**src/rtl/sls_pkg.sv**
```systemverilog
// Shared definitions for the load/store path: access-size codes, sequencer states and
// the alignment rule used to reject accesses before they reach memory.
package sls_pkg;

  localparam int unsigned DATA_W = 32;

  localparam logic [2:0] SZ_UB = 3'b000;
  localparam logic [2:0] SZ_UH = 3'b001;
  localparam logic [2:0] SZ_W  = 3'b010;
  localparam logic [2:0] SZ_D  = 3'b011;
  localparam logic [2:0] SZ_SB = 3'b100;
  localparam logic [2:0] SZ_SH = 3'b101;

  typedef enum logic [1:0] {
    StIdle   = 2'd0,
    StAcc0   = 2'd1,
    StAcc1   = 2'd2,
    StFinish = 2'd3
  } state_e;

  // Reserved codes and misaligned halfword/word/doubleword accesses are illegal.
  function automatic logic access_ok(input logic [2:0] size, input logic [1:0] addr_lo);
    logic ok;
    case (size)
      SZ_UB, SZ_SB: ok = 1'b1;
      SZ_UH, SZ_SH: ok = ~addr_lo[0];
      SZ_W, SZ_D:   ok = (addr_lo == 2'b00);
      default:      ok = 1'b0;
    endcase
    return ok;
  endfunction

endpackage

```
**src/rtl/sls_lane_align.sv**
```systemverilog
// Byte-lane steering: store data replication and byte enables, plus load-lane
// extraction with zero or sign extension.
module sls_lane_align
  import sls_pkg::*;
(
  input  logic [2:0]        size_i,
  input  logic [1:0]        addr_lo_i,
  input  logic              rw_i,
  input  logic [DATA_W-1:0] wdata_i,
  input  logic [DATA_W-1:0] rdata_i,
  output logic [3:0]        be_o,
  output logic [DATA_W-1:0] wdata_o,
  output logic [DATA_W-1:0] rdata_o
);

  logic [7:0]  rbyte;
  logic [15:0] rhalf;
  logic        sx;

  always_comb begin
    rbyte   = rdata_i[{addr_lo_i, 3'b000} +: 8];
    rhalf   = addr_lo_i[1] ? rdata_i[31:16] : rdata_i[15:0];
    sx      = size_i[2];
    be_o    = 4'b1111;
    wdata_o = wdata_i;
    rdata_o = rdata_i;
    case (size_i)
      SZ_UB, SZ_SB: begin
        if (!rw_i) be_o = 4'b0001 << addr_lo_i;
        wdata_o = {4{wdata_i[7:0]}};
        rdata_o = {{24{sx & rbyte[7]}}, rbyte};
      end
      SZ_UH, SZ_SH: begin
        if (!rw_i) be_o = addr_lo_i[1] ? 4'b1100 : 4'b0011;
        wdata_o = {2{wdata_i[15:0]}};
        rdata_o = {{16{sx & rhalf[15]}}, rhalf};
      end
      default: ;
    endcase
  end

endmodule

```
**src/rtl/sls_mem_access.sv**
```systemverilog
// Load/store memory access sequencer: one access per START, MOV/MFC handshake,
// two word transfers for doublewords, and extended load data.
module sls_mem_access
  import sls_pkg::*;
#(
  parameter int unsigned ADDR_W = 32
) (
  input  logic              CLK,
  input  logic              RESET_N,
  input  logic              START,
  input  logic              RW,
  input  logic [2:0]        SIZE,
  input  logic [ADDR_W-1:0] ADDR,
  input  logic [DATA_W-1:0] WDATA_LO,
  input  logic [DATA_W-1:0] WDATA_HI,
  output logic [DATA_W-1:0] RDATA_LO,
  output logic [DATA_W-1:0] RDATA_HI,
  output logic              BUSY,
  output logic              DONE,
  output logic              FAULT,
  output logic              MEM_MOV,
  output logic              MEM_RW,
  output logic [ADDR_W-1:0] MEM_ADDR,
  output logic [3:0]        MEM_BE,
  output logic [DATA_W-1:0] MEM_WDATA,
  input  logic [DATA_W-1:0] MEM_RDATA,
  input  logic              MEM_MFC
);

  state_e            state_q;
  logic              rw_q;
  logic [2:0]        size_q;
  logic [ADDR_W-1:0] addr_q;
  logic [DATA_W-1:0] wlo_q, whi_q, rlo_q, rhi_q;
  logic              done_q, fault_q, pend_q;

  logic              mem_act;
  logic [ADDR_W-1:0] mem_base;
  logic [3:0]        lane_be;
  logic [DATA_W-1:0] lane_wdata, load_ext;

  sls_lane_align u_lane_align (
    .size_i    (size_q),
    .addr_lo_i (addr_q[1:0]),
    .rw_i      (rw_q),
    .wdata_i   ((state_q == StAcc1) ? whi_q : wlo_q),
    .rdata_i   (MEM_RDATA),
    .be_o      (lane_be),
    .wdata_o   (lane_wdata),
    .rdata_o   (load_ext)
  );

  always_ff @(posedge CLK or negedge RESET_N) begin
    if (!RESET_N) begin
      state_q <= StIdle;
      rw_q    <= 1'b0;
      size_q  <= 3'b000;
      addr_q  <= '0;
      wlo_q   <= '0;
      whi_q   <= '0;
      rlo_q   <= '0;
      rhi_q   <= '0;
      done_q  <= 1'b0;
      fault_q <= 1'b0;
      pend_q  <= 1'b0;
    end else begin
      done_q  <= 1'b0;
      fault_q <= 1'b0;
      unique case (state_q)
        StIdle: begin
          // Illegal requests are held one cycle so a fault completes two cycles after START.
          if (pend_q) begin
            pend_q  <= 1'b0;
            state_q <= StFinish;
            done_q  <= 1'b1;
            fault_q <= 1'b1;
          end else if (START) begin
            rw_q   <= RW;
            size_q <= SIZE;
            addr_q <= ADDR;
            wlo_q  <= WDATA_LO;
            whi_q  <= WDATA_HI;
            if (access_ok(SIZE, ADDR[1:0])) state_q <= StAcc0;
            else                            pend_q  <= 1'b1;
          end
        end
        StAcc0: begin
          if (MEM_MFC) begin
            if (rw_q) rlo_q <= load_ext;
            if (size_q == SZ_D) begin
              state_q <= StAcc1;
            end else begin
              state_q <= StFinish;
              done_q  <= 1'b1;
            end
          end
        end
        StAcc1: begin
          if (MEM_MFC) begin
            if (rw_q) rhi_q <= MEM_RDATA;
            state_q <= StFinish;
            done_q  <= 1'b1;
          end
        end
        StFinish: state_q <= StIdle;
      endcase
    end
  end

  always_comb begin
    mem_act   = (state_q == StAcc0) || (state_q == StAcc1);
    mem_base  = {addr_q[ADDR_W-1:2], 2'b00};
    MEM_MOV   = mem_act;
    MEM_RW    = mem_act & rw_q;
    MEM_ADDR  = '0;
    MEM_BE    = 4'b0000;
    MEM_WDATA = '0;
    if (mem_act) begin
      MEM_ADDR = (state_q == StAcc1) ? mem_base + ADDR_W'(4) : mem_base;
      MEM_BE   = lane_be;
      if (!rw_q) MEM_WDATA = lane_wdata;
    end
    BUSY     = (state_q != StIdle) | pend_q;
    DONE     = done_q;
    FAULT    = fault_q;
    RDATA_LO = rlo_q;
    RDATA_HI = rhi_q;
  end

endmodule

```
**config.mk**
```make
export PLATFORM = sky130hd
export DESIGN_NAME = sls_mem_access
export DESIGN_NICKNAME = d
export VERILOG_FILES = /design/src/rtl/sls_pkg.sv /design/src/rtl/sls_lane_align.sv /design/src/rtl/sls_mem_access.sv
export SDC_FILE = /design/constraint.sdc
export NUM_CORES = 1
export LEC_CHECK = 0
export ABC_CLOCK_PERIOD_IN_PS = 4950
export CAP_MARGIN = 20
export CORE_UTILIZATION = 50
export CTS_CLUSTER_SIZE = 16
export DETAILED_ROUTE_END_ITERATION = 10
export GPL_ROUTABILITY_DRIVEN = 0
export HOLD_SLACK_MARGIN = 0.08
export PLACE_DENSITY = 0.9
export SYNTH_ARGS = -nofsm -noshare
export SYNTH_HDL_FRONTEND = slang
export SYNTH_SLANG_ARGS = --single-unit
```
**constraint.sdc**
```tcl
create_clock -name CLK -period 4.95 [get_ports CLK]
set_clock_uncertainty 0.2 [all_clocks]
set_input_delay 0.7425 -clock CLK [delete_from_list [all_inputs] [get_ports CLK]]
set_output_delay 0.7425 -clock CLK [all_outputs]
set_load 0.02 [all_outputs]
```
After elaboration in Yosys (flattened, before gate mapping)
Index checks and enable logic that the tools add are counted.
{ "word_totals": {"word_cells": 84, "out_inout_bits": 137, "in_bits": 136, "regBits": 169} }
{ "op_classes": {"bitwise_logic": 6, "add_sub_neg": 1, "n_eq_ne": 16, "muxes": 33, "n_reduce_logical": 15, "shift": 2} }
{ "ops": {"columns": ["cell", "n"], "rows": [
  ["two-way mux 32 bit", 5],
  ["case mux 32 bit (2 select lines)", 2],
  ["adder 32 x 3 -> 32 bit (second input constant)", 1],
  ["variable part select 32 x 6 -> 8 bit", 1],
  ["two-way mux 16 bit", 1],
  ["two-way mux 4 bit", 4],
  ["equality test 3 bit (second input constant)", 4],
  ["two-way mux 1 bit", 12],
  ["two-way mux 2 bit", 5],
  ["OR reduction 2 bit", 5],
  ["equality test 3 x 2 -> 1 bit (second input constant)", 3],
  ["AND reduction 3 bit", 3],
  ["case mux 2 bit (4 select lines)", 1],
  ["case mux 4 bit (2 select lines)", 1],
  ["equality test 3 x 1 -> 1 bit (second input constant)", 2],
  ["zero test 3 bit", 2],
  ["inequality test 3 bit (second input constant)", 2],
  ["case mux 1 bit (3 select lines)", 2],
  ["equality test 2 bit (second input constant)", 2],
  ["zero test 2 bit", 2],
  ["inequality test 2 bit (second input constant)", 2],
  ["AND reduction 4 bit", 1],
  ["<< shifter 1 x 2 -> 4 bit (first input constant)", 1],
  ["bitwise AND 1 bit", 3],
  ["other kinds (5)", 6]
]} }

Longest topological paths before layout
Gate-level depths: netlist of the first run.
{ "logic_depth": {"ltp_word": 10, "ltp_mapped": 8, "depth_no_buf": 7} }

Modules after synthesis
Synthesis of the first run repeated with hierarchy kept, for this count alone.
{ "hier_totals": {"cells_unflattened": 767, "area_unflattened_um2": 9033.7} }
{ "by_module_without_submodules": {"columns": ["module", "n_inst", "seq_area_each_um2", "cells_each", "area_each_um2"], "rows": [
  ["sls_mem_access", 1, 4229.1, 593, 7907.6],
  ["sls_lane_align", 1, 0.0, 174, 1126.1]
]} }

Worst setup path before layout of the first run
OpenSTA, ideal clock, no wires.
{ "synth_timing": {"path_type": "reg-to-output", "start": "register state_q[0]", "end": "output MEM_WDATA[24]", "required_time_ns": 4.008, "arrival_time_ns": 2.359, "n_path_buf": 3, "stages_incl_launch_ff": 8, "path_slack_ns": 1.648, "cell_sequence": "dfrtp_1 > inv_1 > ha_1 > clkbuf_1 > clkbuf_1 > buf_1 > a211oi_1 > a311oi_1"} }
{ "synth_between": {"elab_chain_cells": 5, "elab_cells_between_ends": 7, "cone_classes": "eq/ne (2); mux (4); reduce/logical (1)"} }
{ "synth_lines": {"columns": ["item", "line", "source"], "rows": [
  ["from (decl)", "sls_mem_access.sv:30", "state_e state_q;"],
  ["from (signal assigned)", "sls_mem_access.sv:55", "state_q <= StIdle;"],
  ["from (signal assigned)", "sls_mem_access.sv:74", "state_q <= StFinish;"],
  ["from (signal assigned)", "sls_mem_access.sv:83", "if (access_ok(SIZE, ADDR[1:0])) state_q <= StAcc0;"],
  ["equality test 2 bit", "sls_mem_access.sv:46, sls_mem_access.sv:111", null],
  ["two-way mux 32 bit", "sls_mem_access.sv:46", ".wdata_i ((state_q == StAcc1) ? whi_q : wlo_q),"],
  ["case mux 32 bit (2 select lines)", "sls_lane_align.sv:27", "case (size_i)"],
  ["two-way mux 32 bit", "sls_mem_access.sv:121", "if (!rw_q) MEM_WDATA = lane_wdata;"],
  ["two-way mux 32 bit *", "sls_mem_access.sv:118", "if (mem_act) begin"],
  ["to (decl)", "sls_mem_access.sv:25", "output logic [DATA_W-1:0] MEM_WDATA,"]
]} }
Mark *: on every way between the ends. The rest lies on a longest branch, timed or not.

Worst setup path after layout of the first run
{ "layout_timing": {"start": "register state_q[0]", "end": "output MEM_WDATA[26]"} }
The elaborated chain is that of the path after synthesis.

==> reports/results.txt, run 1 <==
status: finished, final reports clean
clock slew seen by the registers of the worst setup and hold paths: 0.06 ns
post-synthesis register bit count: 169
final setup violating endpoints: 0
Total GRT Usage: 29.5%
die area: 17500 um2
Die W: 132 um
Max-Cap Viols: 0
crit path time final: 4.21 ns
Primary FF master, synth: dfrtp_1
DRT iter0 DRCs: 472
drt first pass iters: 7
fraction of registers with async set/reset: 100%
Final Cycle Share: 85.0%
CTS Buffer Depth: 2
first-pass GRT wire length: 39.8 mm
TritonCTS clock tree: done
Nets: 1159
commonest cells after routing, fill and taps aside: clkdlybuf4s50_1, dfrtp_1, mux2_2
CP Max Fanout: 46
die height: 132 um
Critical Path, Cell by Cell: inv_1, ha_2, buf_4, mux2_2, nand3_1, a311oi_1, clkdlybuf4s50_1
largest net degree at the start of global routing: 101
most common cell after layout, fill and taps aside: clkdlybuf4s50_1
Critical path buffers and inverters: 3
clock sink count: 169
H-tree levels: 4
worst hold path class: in -> async
Post-Syn Instances: 772
Final TNS setup: 0 ns
sequential fraction of the synthesis area: 50.0%
Detail Placement HPWL: 18.1 mm
final core utilization: 71.9%
Residual DRC: 0
initial antenna violation count: 0
clk_lat worst skew: 0.41 ns
I/O pin count: 273
DR WL/cell: 19.9 um
number of global-route vias before repair: 7323
root buf cell: clkbuf_16
RSZ-0062 raised after global routing: false
CP arrival: 3.27 ns
Worst slew margin: 37.3%
r2r startpoint: state_q[0]
ANT nets after route: 0
CP top delay family: buffers and inverters
core footprint: 16600 um2
Avg Cell Area, Syn: 11.0 um2
max incr delay on CP: 0.72 ns
Peak VDD IR: 0.000469 V
Post-synth EDFFs: 0
via count: 7293
share of layout cells above drive strength 1: 20.0%
worst endpoint required time: 4.01 ns
PD cells: 749 nW/um2
reg2reg setup slack: 1.91 ns
port bufs: 270
final hold vios: 0
Rows: 47
critical path's slowest cell: clkdlybuf4s50_1
Remaining Overflow, GRT: 0
vias per std cell: 5.83
CTS resizes: 0
starting density of the core: 51.0%
Setup CP Type: reg -> out
startpoint types: register
Worst Setup SP: state_q[0]
Final Routed Wirelength: 24.9 mm
worst slew pin tran: 0.941 ns
count of cell types in the netlist: 50
number of setup buffers added after CTS: 0
critical path endpoint category: output port
CTS buffer count: 17
f_max: 238 MHz
Layout area overhead: 41.0%
post-synthesis cell area: 8460 um2
Hold Buf Count CTS: 0
Slew Limit Fails: 0
yosys warns: 0
leakage: 4.93 nW
Antenna Cells: 0
[synthesized netlist by cell type, types with 2 or more instances]
cell	n	share of area, %
dfrtp_1	169	50
mux2_2	156	21
nand2_1	67	3.0
nand3_1	56	3.3
a21oi_1	41	2.4
clkbuf_1	41	1.8
nor2_1	28	1.2
inv_1	20	0.89
o22ai_1	18	1.3
o21ai_0	17	1.0
o31ai_1	15	1.3
mux2i_1	14	1.7
nor2b_1	11	0.81
or3_1	10	0.74
xnor2_1	10	1.0
nand4_1	9	0.67
or4_1	8	0.71
a211oi_1	7	0.62
a311oi_1	7	0.72
buf_1	7	0.31
nand2b_1	6	0.44
nor4_1	6	0.44
ha_1	5	0.74
o21a_1	5	0.44
nor3_1	4	0.24
buf_2	3	0.18
xor2_1	3	0.31
and4_1	2	0.21
buf_4	2	0.18
clkinv_1	2	0.089
nand4b_1	2	0.21
o21bai_1	2	0.18
or2_2	2	0.15
[through the flow]
stage               cells  setup WS, ns  hold WS (ns)  total power (W)  instance area, um2
floorplan             773          1.65         0.247          0.00540                8470
global placement     1219          1.31         0.260          0.00741               11300
detailed placement   1219          1.23         0.272          0.00757               11300
CTS                  1251         0.766         0.256          0.00894               11900
global route         1251         0.617         0.299          0.00941               11900
finish               1251         0.742         0.233          0.00894               11900
[flip-flops by register name, summed over array words and instances (netlist names)]
signal    count
RDATA_HI     32
RDATA_LO     32
addr_q       32
whi_q        32
wlo_q        32
size_q        3
state_q       2
DONE          1
FAULT         1
pend_q        1
rw_q          1
[path summary, 6_finish.rpt]
kind	end	cells past startpoint
worst max-delay path	MEM_WDATA[26]	7
worst min-delay path	wlo_q[4]	1
worst max register to register	RDATA_HI[10]	5
worst min register to register	RDATA_LO[2]	2
max in group asynchronous	wlo_q[19]	2
min in group CLK	RDATA_LO[2]	2
[cell type report]
class,instances,area (um2)
Fill cell,1189,4650
Sequential cell,169,4230
Multi-Input combinational cell,528,3960
Timing Repair Buffer,280,2790
Clock buffer,20,457
Tap cell,220,275
Clock inverter,12,136
Inverter,22,82.6
[power by group]
part	switching (W)	internal (W)	leakage, nW	total, W
sequential	0.000527	0.00208	2.04	0.00260
clock	0.000561	0.000778	0.296	0.00134
combinational	0.00263	0.00237	2.59	0.00499
total	0.00371	0.00522	4.93	0.00894
[worst register-to-register path, cell delays in order (launching register included)]
cell and delay, ns:
dfrtp_1 0.43, inv_1 0.13, ha_2 0.21, buf_4 0.51, nand3_2 0.87, mux2_2 0.58
[cell families (layout without fill, tap and decap cells)]
family	count (synthesis)	count (layout)	share of synthesized area, %
muxes	171	171	22.7
adders and majority gates	5	5	0.739
other	1	2	0.0443
xor gates and xnor gates	13	13	1.35
AOI/OAI and AO/OA	120	120	8.89
and+or+nand+nor	217	217	12.8
buffers and inverters	76	334	3.52
DFF	169	169	50.0
[routing by layer]
metal | part of all wire, % | GRT usage [%] | vias to the layer above
li1 | - | - | 3268
met1 | 40 | 36.7 | 3609
met2 | 50 | 49.3 | 361
met3 | 7.4 | 6.77 | 55
met4 | 3.1 | 13.2 | 0
met5 | 0 | 0 | -
(Power assumes the default switching activity.)
==> run 2: changes to the inputs <==
CORE_MARGIN = 4   (was not set)
==> reports/results.txt, run 2 (synthesis gave the netlist of run 1 again) <==
clock slew seen by the registers of the worst setup and hold paths: 0.07 ns (about the same)
Residual DRC: 0 (unchanged)
Total Power: 0.00888 W (-0.62%)
Final Cycle Share: 85.9% (+0.95 points)
CP arrival: 3.31 ns (+0.04 ns)
worst slew pin tran: 1.00 ns (+0.0592 ns)
die height: 138 um (+4.5%)
final setup violating endpoints: 0 (unchanged)
Rows: 47 (unchanged)
first-pass GRT wire length: 40.7 mm (+2.3%)
Reg-to-Reg End: RDATA_HI[24]
Layout area overhead: 40.7%
CTS buffer count: 17 (unchanged)
DRT iter0 DRCs: 362 (-23%)
worst endpoint required time: 4.01 ns (about the same)
Peak VDD IR: 0.000488 V (+4.2%)
die area: 19100 um2 (+9.3%)
vias per std cell: 5.74 (-1.5%)
initial antenna violation count: 2 (+2)
starting density of the core: 51.0% (unchanged)
number of setup buffers added after CTS: 0 (unchanged)
startpoint types: register
H-tree levels: 4 (unchanged)
critical path's slowest cell: or4_1
multi-input logic area: 3960 um2 (unchanged)
port bufs: 270 (unchanged)
Setup CP Type: reg -> out
ANT nets after route: 0 (unchanged)
Slew Limit Fails: 0 (unchanged)
I/O pin count: 273 (unchanged)
reg2reg setup slack: 2.02 ns (+0.11 ns)
hold slack: 0.136 ns (-0.0968 ns)
largest net degree at the start of global routing: 92 (-8.9%)
most common cell after layout, fill and taps aside: clkdlybuf4s50_1
Final Routed Wirelength: 25.5 mm (+2.2%)
status: finished, final reports clean
TritonCTS clock tree: done
reg2reg path depth: 5 (unchanged)
Worst slew margin: 33.3% (-3.9 points)
Remaining Overflow, GRT: 0 (unchanged)
RSZ-0062 raised after global routing: false
PD cells: 746 nW/um2 (-0.42%)
max incr delay on CP: 0.78 ns (+0.06 ns)
fill count: 1205 (+1.3%)
drt first pass iters: 5 (-2)
DR WL/cell: 20.3 um (+2.1%)
number of global-route vias before repair: 7379 (+0.76%)
share of layout cells above drive strength 1: 20.1% (+0.097 points)
core footprint: 16600 um2 (unchanged)
worst hold path class: in -> async
leakage: 4.90 nW (-0.50%)
Final TNS setup: 0 ns (unchanged)
Hold Buf Count CTS: 0 (unchanged)
Nets: 1159 (unchanged)
critical path endpoint category: output port
r2r startpoint: state_q[0]
CTS resizes: 0 (unchanged)
Detail Placement HPWL: 18.5 mm (+2.1%)
CP dominant cell by count: or4_1
Storage cell area: 4230 um2 (unchanged)
CP Max Fanout: 16 (-65%)
Max-Cap Viols: 0 (unchanged)
via count: 7186 (-1.5%)
crit path time final: 4.25 ns (+0.0469 ns)
root buf cell: clkbuf_16
f_max: 235 MHz (-1.1%)
CTS Buffer Depth: 2 (unchanged)
Critical Path, Cell by Cell: nand4_1, or4_1, or4_1, a21oi_1, clkdlybuf4s50_1
clk_lat worst skew: 0.42 ns (about the same)
clock sink count: 169 (unchanged)
Total GRT Usage: 26.5% (-3.1 points)
commonest cells after routing, fill and taps aside: clkdlybuf4s50_1, dfrtp_1, mux2_2
Die W: 138 um (+4.5%)
final hold vios: 0 (unchanged)
[run 2: layout make-up]
type,count,share of cell area (%)
clock buffer,17,3.57
sequential,169,35.5
antenna,1,0.0210
clock inverter,15,1.19
inverter,22,0.693
multi-input combinational,528,33.3
timing repair buffer,280,23.4
tap,220,2.31
[run 2: worst max path at each step]
stage | from | end | slack [ns] | depth (start not counted)
after global placement | addr_q[7] | MEM_ADDR[27] | 1.30 | 5
after floorplan | state_q[0] | MEM_WDATA[24] | 1.65 | 7
after CTS | addr_q[11] | MEM_ADDR[21] | 0.69 | 5
after detailed placement | addr_q[11] | MEM_ADDR[21] | 1.15 | 5
final | addr_q[11] | MEM_ADDR[21] | 0.70 | 5
after global routing | addr_q[11] | MEM_ADDR[21] | 0.60 | 5
[run 2: report_power, final]
group | internal (W) | leakage, nW | switching (W) | total (W)
logic | 0.00237 | 2.59 | 0.00262 | 0.00499
clock network | 0.000702 | 0.271 | 0.000585 | 0.00129
registers | 0.00208 | 2.04 | 0.000531 | 0.00261
total | 0.00515 | 4.90 | 0.00373 | 0.00888
[run 2: metrics by stage]
| step | util, % | setup slack, ns | instance area, um2 | std cells |
|---|---|---|---|---|
| 2_1_floorplan | - | 1.65 | 8470 | 773 |
| 3_3_place_gp | 68.4 | 1.30 | 11300 | 1219 |
| 3_5_place_dp | 68.4 | 1.15 | 11300 | 1219 |
| 4_1_cts | 71.8 | 0.690 | 11900 | 1251 |
| 5_1_grt | 71.8 | 0.596 | 11900 | 1252 |
| 6_report | 71.8 | 0.696 | 11900 | 1252 |
[run 2: routing by layer]
layer | share of wire, % | track usage, %
met5 | 0.047 | 0
met4 | 2.6 | 8.68
met3 | 7.9 | 7.42
met2 | 50 | 44.7
met1 | 40 | 33.1
[run 2: worst max-delay path, delay by kind of cell, from the launching register on]
| kind | cells | cell delay (ns) |
|---|---|---|
| buffers and inverters | 1 | 0.67 |
| DFF | 1 | 0.46 |
| and+or+nand+nor | 3 | 1.56 |
| AOI/OAI and AO/OA | 1 | 0.20 |
==> run 3: changes to the inputs <==
ABC_CLOCK_PERIOD_IN_PS = not set   (was 4950)
SETUP_SLACK_MARGIN = 0.02   (was not set)
==> results of run 3 <==
No change in the layout: final DEF, timing and power equal those of run 2.
